## src/rtl/timer_pkg.sv

```systemverilog
`default_nettype none
// ============================================================================
// Module      : timer_pkg
// Description : Shared constants, counter state encoding and digit helpers
//               for the two-digit BCD up-counter.
// Revision    : 1.0 - initial release
// ============================================================================
package timer_pkg;

    // Largest value a single BCD digit may hold
    localparam logic [3:0] DIGIT_MAX = 4'd9;

    // Counter state encoding
    localparam logic [1:0] ST_IDLE = 2'd0;
    localparam logic [1:0] ST_RUN  = 2'd1;
    localparam logic [1:0] ST_DONE = 2'd2;

    // Saturate a captured digit so the target is always a reachable count
    function automatic logic [3:0] clamp_digit(input logic [3:0] d, input logic [3:0] max);
        return (d > max) ? max : d;
    endfunction

endpackage : timer_pkg
`default_nettype wire

```

## src/rtl/bcd_digit_up.sv

```systemverilog
`default_nettype none
// ============================================================================
// Module      : bcd_digit_up
// Description : Single BCD digit incrementer, 0..MAX with carry-out on wrap.
//               carry is combinational: inc asserted while digit is at MAX.
// Revision    : 1.0 - initial release
// ============================================================================
module bcd_digit_up
    import timer_pkg::*;
#(
    parameter logic [3:0] MAX = DIGIT_MAX
) (
    input  logic       clock,
    input  logic       clear,
    input  logic       inc,
    output logic [3:0] digit,
    output logic       carry
);

    logic [3:0] r_digit;

    // ">=" keeps the digit inside 0..MAX even if it were ever disturbed
    assign carry = inc && (r_digit >= MAX);
    assign digit = r_digit;

    // Synchronous clear wins; otherwise step and wrap to zero on carry
    always_ff @(posedge clock) begin
        if (clear) begin
            r_digit <= 4'd0;
        end else if (inc) begin
            r_digit <= carry ? 4'd0 : (r_digit + 4'd1);
        end
    end

endmodule : bcd_digit_up
`default_nettype wire

```

## src/rtl/bcd_upcount2.sv

```systemverilog
`default_nettype none
// ============================================================================
// Module      : bcd_upcount2
// Description : Two-digit BCD up-counter that counts from 00 to a loaded
//               target and then holds with a registered terminal-count flag.
// Revision    : 1.0 - initial release
// ============================================================================
module bcd_upcount2
    import timer_pkg::*;
#(
    parameter int TENS_MAX = 9
) (
    input  logic       clock,
    input  logic       clr,
    input  logic       load,
    input  logic [3:0] data_ones,
    input  logic [3:0] data_tens,
    input  logic       enable,
    output logic [3:0] ones,
    output logic [3:0] tens,
    output logic       tc,
    output logic       zero
);

    localparam logic [3:0] c_TENS_MAX = 4'(TENS_MAX);

    logic [1:0] r_state;
    logic [3:0] r_tgt_ones;
    logic [3:0] r_tgt_tens;
    logic       r_tc;

    logic       w_step;
    logic       w_clear;
    logic       w_ones_carry;
    logic       w_tens_carry;
    logic [3:0] w_next_ones;
    logic [3:0] w_next_tens;
    logic       w_hit;
    logic [3:0] w_ld_ones;
    logic [3:0] w_ld_tens;

    // Counting only happens in RUN; reset and load take the edge instead
    assign w_step  = (r_state == ST_RUN) && enable && !load && !clr;
    assign w_clear = clr || load;

    bcd_digit_up #(.MAX(DIGIT_MAX)) u_ones (
        .clock (clock),
        .clear (w_clear),
        .inc   (w_step),
        .digit (ones),
        .carry (w_ones_carry)
    );

    bcd_digit_up #(.MAX(c_TENS_MAX)) u_tens (
        .clock (clock),
        .clear (w_clear),
        .inc   (w_ones_carry),
        .digit (tens),
        .carry (w_tens_carry)
    );

    // Value the digits will show after this edge, so tc rises with the target
    assign w_next_ones = w_ones_carry ? 4'd0 : (ones + 4'd1);
    assign w_next_tens = w_tens_carry ? 4'd0 : (w_ones_carry ? (tens + 4'd1) : tens);
    assign w_hit       = w_step && (w_next_ones == r_tgt_ones) && (w_next_tens == r_tgt_tens);

    assign w_ld_ones = clamp_digit(data_ones, DIGIT_MAX);
    assign w_ld_tens = clamp_digit(data_tens, c_TENS_MAX);

    // Control FSM: target capture, completion detection and registered tc
    always_ff @(posedge clock) begin
        if (clr) begin
            r_state    <= ST_IDLE;
            r_tgt_ones <= 4'd0;
            r_tgt_tens <= 4'd0;
            r_tc       <= 1'b0;
        end else if (load) begin
            r_tgt_ones <= w_ld_ones;
            r_tgt_tens <= w_ld_tens;
            // A 00 target is already satisfied by the restarted count
            if ((w_ld_ones == 4'd0) && (w_ld_tens == 4'd0)) begin
                r_state <= ST_DONE;
                r_tc    <= 1'b1;
            end else begin
                r_state <= ST_RUN;
                r_tc    <= 1'b0;
            end
        end else begin
            case (r_state)
                ST_IDLE: begin
                    r_tc <= 1'b0;
                end
                ST_RUN: begin
                    if (w_hit) begin
                        r_state <= ST_DONE;
                        r_tc    <= 1'b1;
                    end
                end
                ST_DONE: begin
                    r_tc <= 1'b1;
                end
                default: begin
                    r_state <= ST_IDLE;
                    r_tc    <= 1'b0;
                end
            endcase
        end
    end

    assign tc   = r_tc;
    assign zero = (ones == 4'd0) && (tens == 4'd0);

endmodule : bcd_upcount2
`default_nettype wire

```

## config.mk

```make
export PLATFORM = sky130hd
export DESIGN_NAME = bcd_upcount2
export DESIGN_NICKNAME = d
export VERILOG_FILES = /design/src/rtl/timer_pkg.sv /design/src/rtl/bcd_digit_up.sv /design/src/rtl/bcd_upcount2.sv
export SDC_FILE = /design/constraint.sdc
export NUM_CORES = 1
export LEC_CHECK = 0
export CORE_ASPECT_RATIO = 0.7
export CORE_MARGIN = 2
export CORE_UTILIZATION = 56
export CTS_CLUSTER_DIAMETER = 200
export CTS_CLUSTER_SIZE = 20
export DETAILED_ROUTE_END_ITERATION = 12
export MAX_ROUTING_LAYER = met4
export PLACE_DENSITY = 0.82
export SLEW_MARGIN = 20
export SYNTH_ARGS = -nofsm -noshare
export SYNTH_HDL_FRONTEND = slang
export SYNTH_SLANG_ARGS = --single-unit
```

## constraint.sdc

```tcl
create_clock -name clock -period 5.8 [get_ports clock]
set_input_delay 1.45 -clock clock [delete_from_list [all_inputs] [get_ports clock]]
set_output_delay 1.45 -clock clock [all_outputs]
set_load 0.05 [all_outputs]
```

After elaboration in Yosys (flattened, before gate mapping):

Index checks and enable logic that the tools add are counted.

* reduce and logical (&&, ||, !) cells: 19
* magnitude comparators: 4
* eq/ne operators: 6
* multiplexer cells: 14
* add/sub/neg operators: 2

Operators by type and width (number)
* $mux W4: 6
* $logic_not A4 Y1: 4
* $logic_and A1 B1 Y1: 9
* $add A4 B1 Y4 const B: 2
* $eq A4 B4 Y1: 2
* $ge A4 B4 Y1 const B: 2
* $gt A4 B4 Y1 const B: 2
* $mux W2: 3
* $pmux W2 S2: 1
* $mux W1: 3
* $ne A3 B3 Y1 const B: 1
* $eq A2 B1 Y1 const B: 1
* $eq A2 B2 Y1 const B: 1
* $logic_not A1 Y1: 2
* $logic_not A2 Y1: 1
* $ne A2 B1 Y1 const B: 1
* $pmux W1 S2: 1
* $reduce_and A2 Y1: 1
* $reduce_or A2 Y1: 1
* $logic_or A1 B1 Y1: 1

* logic and storage cells: 51
* bits in registers: 19
* input port bits: 12
* output and inout bits: 10

Longest topological paths before layout:

Gate-level depths: netlist of run 1.

* depth in word-level cells: 12
* mapped depth: 12
* depth with buffers taken out: 9

Cells and area by module:

Synthesis of run 1 repeated with hierarchy kept, for this count alone.

* cell total of the unflattened synthesis: 155
* area, all modules: 1292.5 µm²

By module, submodules not included
* bcd_upcount2: sequential area each 220.2 µm², cells each 109, area each 852.1 µm², instances 1
* bcd_digit_up: sequential area each 80.1 µm², cells each 23, area each 220.2 µm², instances 2

Worst setup path before layout of run 1:

Ideal clock, no wire load.

* path type: reg2out
* from: register u_ones.r_digit[0] (netlist: u_ones.digit[0])
* to: output zero
* cell stages (with the launch flop): 6
* path slack: 2.251 ns
* arrival time: 2.099 ns
* buffers on the path: 1
* path through: dfxtp_1 -> clkbuf_1 -> inv_1 -> ha_1 -> nand4bb_1 -> nor3_1

* longest elaborated chain between the ends: 2

Ends and longest elaborated chain
* from (decl): line bcd_digit_up.sv:20 `logic [3:0] r_digit;`
* from (signal assigned): line bcd_digit_up.sv:31 `r_digit <= carry ? 4'd0 : (r_digit + 4'd1);`
* $logic_not A4 Y1: line bcd_upcount2.sv:111 `assign zero = (ones == 4'd0) && (tens == 4'd0);`
* $logic_and A1 B1 Y1: line bcd_upcount2.sv:111
* to (decl): line bcd_upcount2.sv:22 `output logic zero`

No other way between the ends.

Worst setup path after layout of run 1:

* from: input load
* to: register r_tc (netlist: tc)

* longest elaborated chain between the ends: 9
* elaborated cells between the ends (all ways): 14
* classes of those cells: eq/ne (3); mux (4); reduce/logical (7)

Ends and longest elaborated chain
* from (decl): line bcd_upcount2.sv:15 `input logic load,`
* $logic_not A1 Y1: line bcd_upcount2.sv:43 `assign w_step = (r_state == ST_RUN) && enable && !load && !clr;`
* $logic_and A1 B1 Y1 (2 in series): line bcd_upcount2.sv:43
* $logic_and A1 B1 Y1: line bcd_digit_up.sv:23 `assign carry = inc && (r_digit >= MAX);`
* $mux W4 (tied with other cells): line bcd_upcount2.sv:64 `assign w_next_tens = w_tens_carry ? 4'd0 : (w_ones_carry ? (tens + 4'd1) : tens);`
* $mux W4 or $eq A4 B4 Y1 (tied branches): line bcd_upcount2.sv:64, bcd_upcount2.sv:65
* $eq A4 B4 Y1 or $logic_and A1 B1 Y1 (tied branches): line bcd_upcount2.sv:65 `assign w_hit = w_step && (w_next_ones == r_tgt_ones) && (w_next_tens == r_tgt_tens);`
* $logic_and A1 B1 Y1: line bcd_upcount2.sv:65
* $ne A3 B3 Y1 (no line)
* to (signal assigned): line bcd_upcount2.sv:76 `r_tc <= 1'b0;`
* to (signal assigned): line bcd_upcount2.sv:83 `r_tc <= 1'b1;`
* to (signal assigned): line bcd_upcount2.sv:86 `r_tc <= 1'b0;`
* to (decl): line bcd_upcount2.sv:30 `logic r_tc;`

Parallel ways exist; a longest one is shown, timed or not.
A chain may end at the register's enable or synchronous reset.

==> metrics.yaml, run 1 <==
outcome: "completed"
core_mm2: 0.002190
netlist_area_mm2: 0.001321
r2r_setup_slack_ns: 2.86
cp_data_arrival_time_ns: 4.14
dr_total_vias: 1276
tightestPinTransition_ns: 0.4936
ir_drop_mv: 0.08445
chipHeight_um: 44.64
worstRegToRegCells: 9
synth.distinct_cells: 48
holdBufCountCts: 0
syn_area_per_cell_um2: 8.207
synth_edf_count: 0
p_sw_frac: 0.2746
io_buffers: 21
min_from: "r_tgt_tens[0]$_SDFFE_PP0P_"
internal_power_w: 0.0001822
pwr-share-clk: 0.271
diodes: 0
syn_inst: 161
cts.sinks: 19
ctsResizeCount: 0
p_leak_nw: 0.5697
routabilityCongestion: 0.9728
synth_top_cell_by_area: "dfxtp_1"
path_max_fanout: 13
ys_seq_area_frac: 0.2879
min_to: "r_tgt_tens[0]$_SDFFE_PP0P_"
drc: 0
drv_cap: 0
routedWlPerCell_um: 14.20
dp_slack_ns: 1.552
p_per_area_mw_per_mm2: 162.3
ys_ff_latch: 19
synth_top_cell_area_share: 0.2879
tns_ns: 0
setup.worst_path.end_class: "flop"
fmax_ghz: 0.2533
drtIter0Drc: 134
crit_path_start_kind: "primary input"
p_switching_w: 0.00006897
path_clk_slew_ns: 0.11
post_cts_buffers: 0
die_x_um: 62.06
rows: 14
ant_nets: 0
synth_ff_type: "dfxtp_1"
grt_pass1_wl_um: 5078
finalSetupViolCount: 0
holdWs_ns: 0.5063
detail_route.wirelength_um: 2996
insertion_delay_ns: 0.30
grt_max_degree: 14
power_frac_seq: 0.557
multi_input_area_um2: 834.6
numCtsBuffers: 3
fin_ws_ns: 1.852
grt_use_total: 0.2566
whs_path_depth: 2
nets: 202
finalCritPeriodShare: 0.6808
cts_root_buf: "clkbuf_4"
finalCriticalPeriod_ns: 3.948
ctsHtreeMaxLevel: 1
via_per_inst: 6.047
synth_nets: 183
ys_top_cells_by_count: "dfxtp_1, nor2_1, inv_1, nand2_1, ha_1"
antenna_found_initial: 0
hold_path_class: "flop to flop"
num-fill-cells: 188
first_global_vias: 1144
io_pins: 22
start_util: 0.6034
p_comb_frac: 0.172
cts.path.max_buffers: 2
cts_tree: "done"
rsz0062_at_grt: "false"
hpwl_um: 2327
r2r_end: "tc$_SDFFE_PP0P_"
required_ns: 6.00
die-area_mm2: 0.002770
crit_type: "primary input to flop"
seq_area_um2: 380.4
yosysWarnings: 0
report.final.hold_viol_count: 0
fin_skew_ns: 0.002600
netlist_top_cells_area: "dfxtp_1, ha_1, nor2_1"
finalMaxSlewViolations: 0
grt_overflow: 0
synthToLayoutAreaGrowth_pct: 17.14
synthArstFlopShare: 0
worstReg2RegStart: "u_tens.digit[1]$_SDFFE_PP0N_"
slew_headroom: 0.6699
drt_pre_antenna_iters: 4
drive_above_1_share: 0.06704
state kept, by name (all words and copies together) (netlist names):
| name | flops |
|---|---|
| r_tgt_ones | 4 |
| r_tgt_tens | 4 |
| u_ones.digit | 4 |
| u_tens.digit | 4 |
| r_state | 2 |
| tc | 1 |
metal layers:
layer / share of wire / track usage / up-vias
met4: 0.0090 / 0.09362 / 0
met2: 0.44 / 0.3771 / 65
met5: 0 / - / -
met3: 0.10 / 0.04971 / 4
met1: 0.45 / 0.3482 / 580
li1: - / - / 627
worst max-delay path, stage by stage:
cell and delay (ns):
clkdlybuf4s50_1 0.66, nor4bb_1 0.36, buf_4 0.22, and3_4 0.26, a221oi_1 0.10, or4_1 0.47, and4bb_2 0.37, o221ai_2 0.10
nor2b_1 0.15
cells by family (layout without fill, tap and decap cells):
logic type      count (synthesis)  count (layout)  share of synthesized area
mux                             3               3                    0.02273
flops                          19              19                     0.2879
xor+xnor                        5               5                    0.03315
simple gates                   63              63                     0.2680
fa+ha+maj                      10              10                    0.09470
buf+inv                        21              39                    0.08048
compound gates                 40              40                     0.2131
area by class of cell:
type,instances,area share
multi-input combinational,121,0.5392
sequential,19,0.2458
timing repair buffer,22,0.1407
inverter,13,0.03153
tap,32,0.02587
clock buffer,4,0.01698
worst max path at each step:
stage	from	end	slack, ns	cells after the start
floorplan	u_ones.digit[0]$_SDFFE_PP0P_	zero	2.25	5
global placement	load	tc$_SDFFE_PP0P_	1.64	9
detailed placement	load	tc$_SDFFE_PP0P_	1.55	9
CTS	load	tc$_SDFFE_PP0P_	1.87	9
global route	load	tc$_SDFFE_PP0P_	1.73	9
finish	load	tc$_SDFFE_PP0P_	1.85	9
layout by cell type (no fill, tap or decap), types with 3 or more instances in the layout:
cell              n
nor2b_1           4
o31ai_1           3
clkbuf_4          3
nor3_1            6
mux2i_1           3
o2111ai_1         3
a21oi_1           9
inv_1            12
o211ai_1          3
clkdlybuf4s50_1  21
nor2_1           19
o21ai_0           6
xor2_1            3
nand2_1          11
or4_1             3
a31oi_1           3
dfxtp_1          19
ha_1             10
stage by stage:
step	utilization	cell area [µm²]	std cells	power [W]
3_5_place_dp	0.6949	1521	207	0.0001853
5_1_grt	0.7069	1548	211	0.0002650
4_1_cts	0.7069	1548	211	0.0002517
6_report	0.7069	1548	211	0.0002511
3_3_place_gp	0.6949	1521	207	0.0001838
2_1_floorplan	-	1321	161	0.0001693
power groups by stage:
| stage | logic, W | registers, W | clock network [W] |
|---|---|---|---|
| floorplan | 0.0000260 | 0.000143 | 0 |
| global placement | 0.0000414 | 0.000142 | 0 |
| detailed placement | 0.0000427 | 0.000143 | 0 |
| CTS | 0.0000429 | 0.000140 | 0.0000691 |
| global route | 0.0000483 | 0.000141 | 0.0000761 |
| finish | 0.0000432 | 0.000140 | 0.0000682 |
No activity file was read; power rests on OpenSTA's default activity.
==> run 2: changes to the inputs <==
--- a/config.mk
+++ b/config.mk
@@ -7,12 +7,12 @@
 export LEC_CHECK = 0
 export CORE_ASPECT_RATIO = 0.7
 export CORE_MARGIN = 2
-export CORE_UTILIZATION = 56
+export CORE_UTILIZATION = 47
 export CTS_CLUSTER_DIAMETER = 200
 export CTS_CLUSTER_SIZE = 20
 export DETAILED_ROUTE_END_ITERATION = 12
 export MAX_ROUTING_LAYER = met4
-export PLACE_DENSITY = 0.82
+export PLACE_DENSITY = 0.74
 export SLEW_MARGIN = 20
 export SYNTH_ARGS = -nofsm -noshare
 export SYNTH_HDL_FRONTEND = slang
==> constraint.sdc (replaced) <==
create_clock -name clock -period 3.2 [get_ports clock]
set_input_delay 0.8 -clock clock [delete_from_list [all_inputs] [get_ports clock]]
set_output_delay 0.8 -clock clock [all_outputs]
set_load 0.05 [all_outputs]
==> run 2 against run 1 <==
Clock skew fell by 0.00093 ns. Setup slack got worse by 1.5 ns. Total power grew 100%. Worst hold slack improved by 0.024 ns. Critical path type unchanged. Cell area is 4.2% higher. Count of clock-buffer cells in the layout decreased by 1.
==> metrics.yaml, run 2 (same netlist as run 1, synthesis figures left out) <==
finalCritPeriodShare: 0.9050
crit_type: "primary input to flop"
cts.path.max_buffers: 2
path_clk_slew_ns: 0.08
grt_max_degree: 13
dp_cells: 216
hold_path_class: "flop to flop"
core_mm2: 0.002743
die-area_mm2: 0.003258
num-fill-cells: 241
p_switching_w: 0.0001421
chipHeight_um: 48.36
final_util: 0.5880
seq_area_um2: 380.4
fin_skew_ns: 0.001672
ir_drop_mv: 0.2601
dr_total_vias: 1287
cts_root_buf: "clkbuf_8"
holdBufCountCts: 0
io_pins: 22
rsz0062_at_grt: "false"
ctsHtreeMaxLevel: 1
crit_path_start_kind: "primary input"
holdWs_ns: 0.5299
drc: 0
antenna_found_initial: 0
routedWlPerCell_um: 14.59
multi_input_area_um2: 834.6
power_frac_seq: 0.494
worstReg2RegStart: "u_tens.digit[1]$_SDFFE_PP0N_"
hpwl_um: 2525
drv_cap: 0
whs_path_depth: 2
tns_ns: 0
start_util: 0.4818
finalCriticalPeriod_ns: 2.896
grt_pass1_wl_um: 5595
tightestPinTransition_ns: 0.4960
p_sw_frac: 0.2768
outcome: "completed"
r2r_end: "tc$_SDFFE_PP0P_"
layout_commonest_cell: "clkdlybuf4s50_1"
p_comb_frac: 0.156
numCtsBuffers: 3
p_per_area_mw_per_mm2: 318.3
die_x_um: 67.37
drive_above_1_share: 0.09783
p_leak_nw: 0.6011
first_global_vias: 1228
ant_nets: 0
post_cts_buffers: 0
detail_route.wirelength_um: 3210
rows: 16
mostFrequentLayoutCells: "clkdlybuf4s50_1, nor2_1, dfxtp_1"
report.final.hold_viol_count: 0
diodes: 0
io_buffers: 21
r2r_setup_slack_ns: 0.38
setup.worst_path.end_class: "flop"
final_cell_count_no_fill: 220
synthToLayoutAreaGrowth_pct: 22.06
routabilityCongestion: 0.8176
required_ns: 3.36
cp_data_arrival_time_ns: 3.05
ctsResizeCount: 0
grt_overflow: 0
finalSetupViolCount: 0
slew_headroom: 0.6683
worstRegToRegCells: 9
path_max_fanout: 6
drtIter0Drc: 209
min_to: "r_tgt_ones[0]$_SDFFE_PP0P_"
insertion_delay_ns: 0.26
drt_pre_antenna_iters: 4
pwr-share-clk: 0.350
grt_use_total: 0.2251
placedInstanceArea_mm2: 0.001564
fmax_ghz: 0.3453
finalMaxSlewViolations: 0
nets: 207
cts.sinks: 19
cts_tree: "done"
fin_area_mm2: 0.001613
internal_power_w: 0.0003713
via_per_inst: 5.850
min_from: "r_tgt_ones[0]$_SDFFE_PP0P_"
-- run 2: through the flow --
stage | total power [W] | setup slack (ns)
final | 0.0005134 | 0.3039
after global placement | 0.0003355 | 0.07928
after floorplan | 0.0003069 | 0.1119
after detailed placement | 0.0003390 | 0.05123
after global routing | 0.0005377 | 0.1526
after CTS | 0.0005173 | 0.3156
-- run 2: power by group through the flow --
stage | sequential, W | clock (W) | combinational [W]
5_1_grt | 0.000255 | 0.000194 | 0.0000892
3_3_place_gp | 0.000258 | 0 | 0.0000772
2_1_floorplan | 0.000260 | 0 | 0.0000472
3_5_place_dp | 0.000259 | 0 | 0.0000800
6_report | 0.000253 | 0.000180 | 0.0000803
4_1_cts | 0.000253 | 0.000184 | 0.0000803
-- run 2: area by class of cell --
| cell class | count | area share |
|---|---|---|
| flip-flops and latches | 19 | 0.2358 |
| multi-input cells | 121 | 0.5175 |
| well taps | 36 | 0.02793 |
| clock buffers | 3 | 0.02560 |
| repair buffers | 27 | 0.1583 |
| inverters | 13 | 0.03026 |
| clock inverters | 1 | 0.004655 |
-- run 2: per-layer routing --
| layer | vias up | GRT usage | routed length, µm |
|---|---|---|---|
| met5 | - | - | 0 |
| met2 | 47 | 0.3498 | 1478 |
| met4 | 0 | 0.04082 | 17 |
| li1 | 640 | - | - |
| met3 | 4 | 0.05581 | 252 |
| met1 | 596 | 0.2996 | 1462 |
-- run 2: worst max-delay path by stage --
| stage | end | depth (start not counted) | start | slack [ns] |
|---|---|---|---|---|
| final | tc$_SDFFE_PP0P_ | 9 | load | 0.30 |
| after global routing | tc$_SDFFE_PP0P_ | 9 | u_tens.digit[1]$_SDFFE_PP0N_ | 0.15 |
| after CTS | tc$_SDFFE_PP0P_ | 9 | load | 0.32 |
| after detailed placement | tc$_SDFFE_PP0P_ | 9 | load | 0.05 |
| after global placement | tc$_SDFFE_PP0P_ | 9 | load | 0.08 |
| after floorplan | tc$_SDFFE_PP0P_ | 11 | u_ones.digit[1]$_SDFFE_PP0P_ | 0.11 |
-- run 2: worst max-delay path, cell delays in order --
cell	delay, ns
clkdlybuf4s50_1	0.44
nor4bb_1	0.30
buf_4	0.17
and3_4	0.22
a221oi_1	0.09
or4_1	0.46
and4bb_2	0.37
o221ai_2	0.09
nor2b_1	0.13
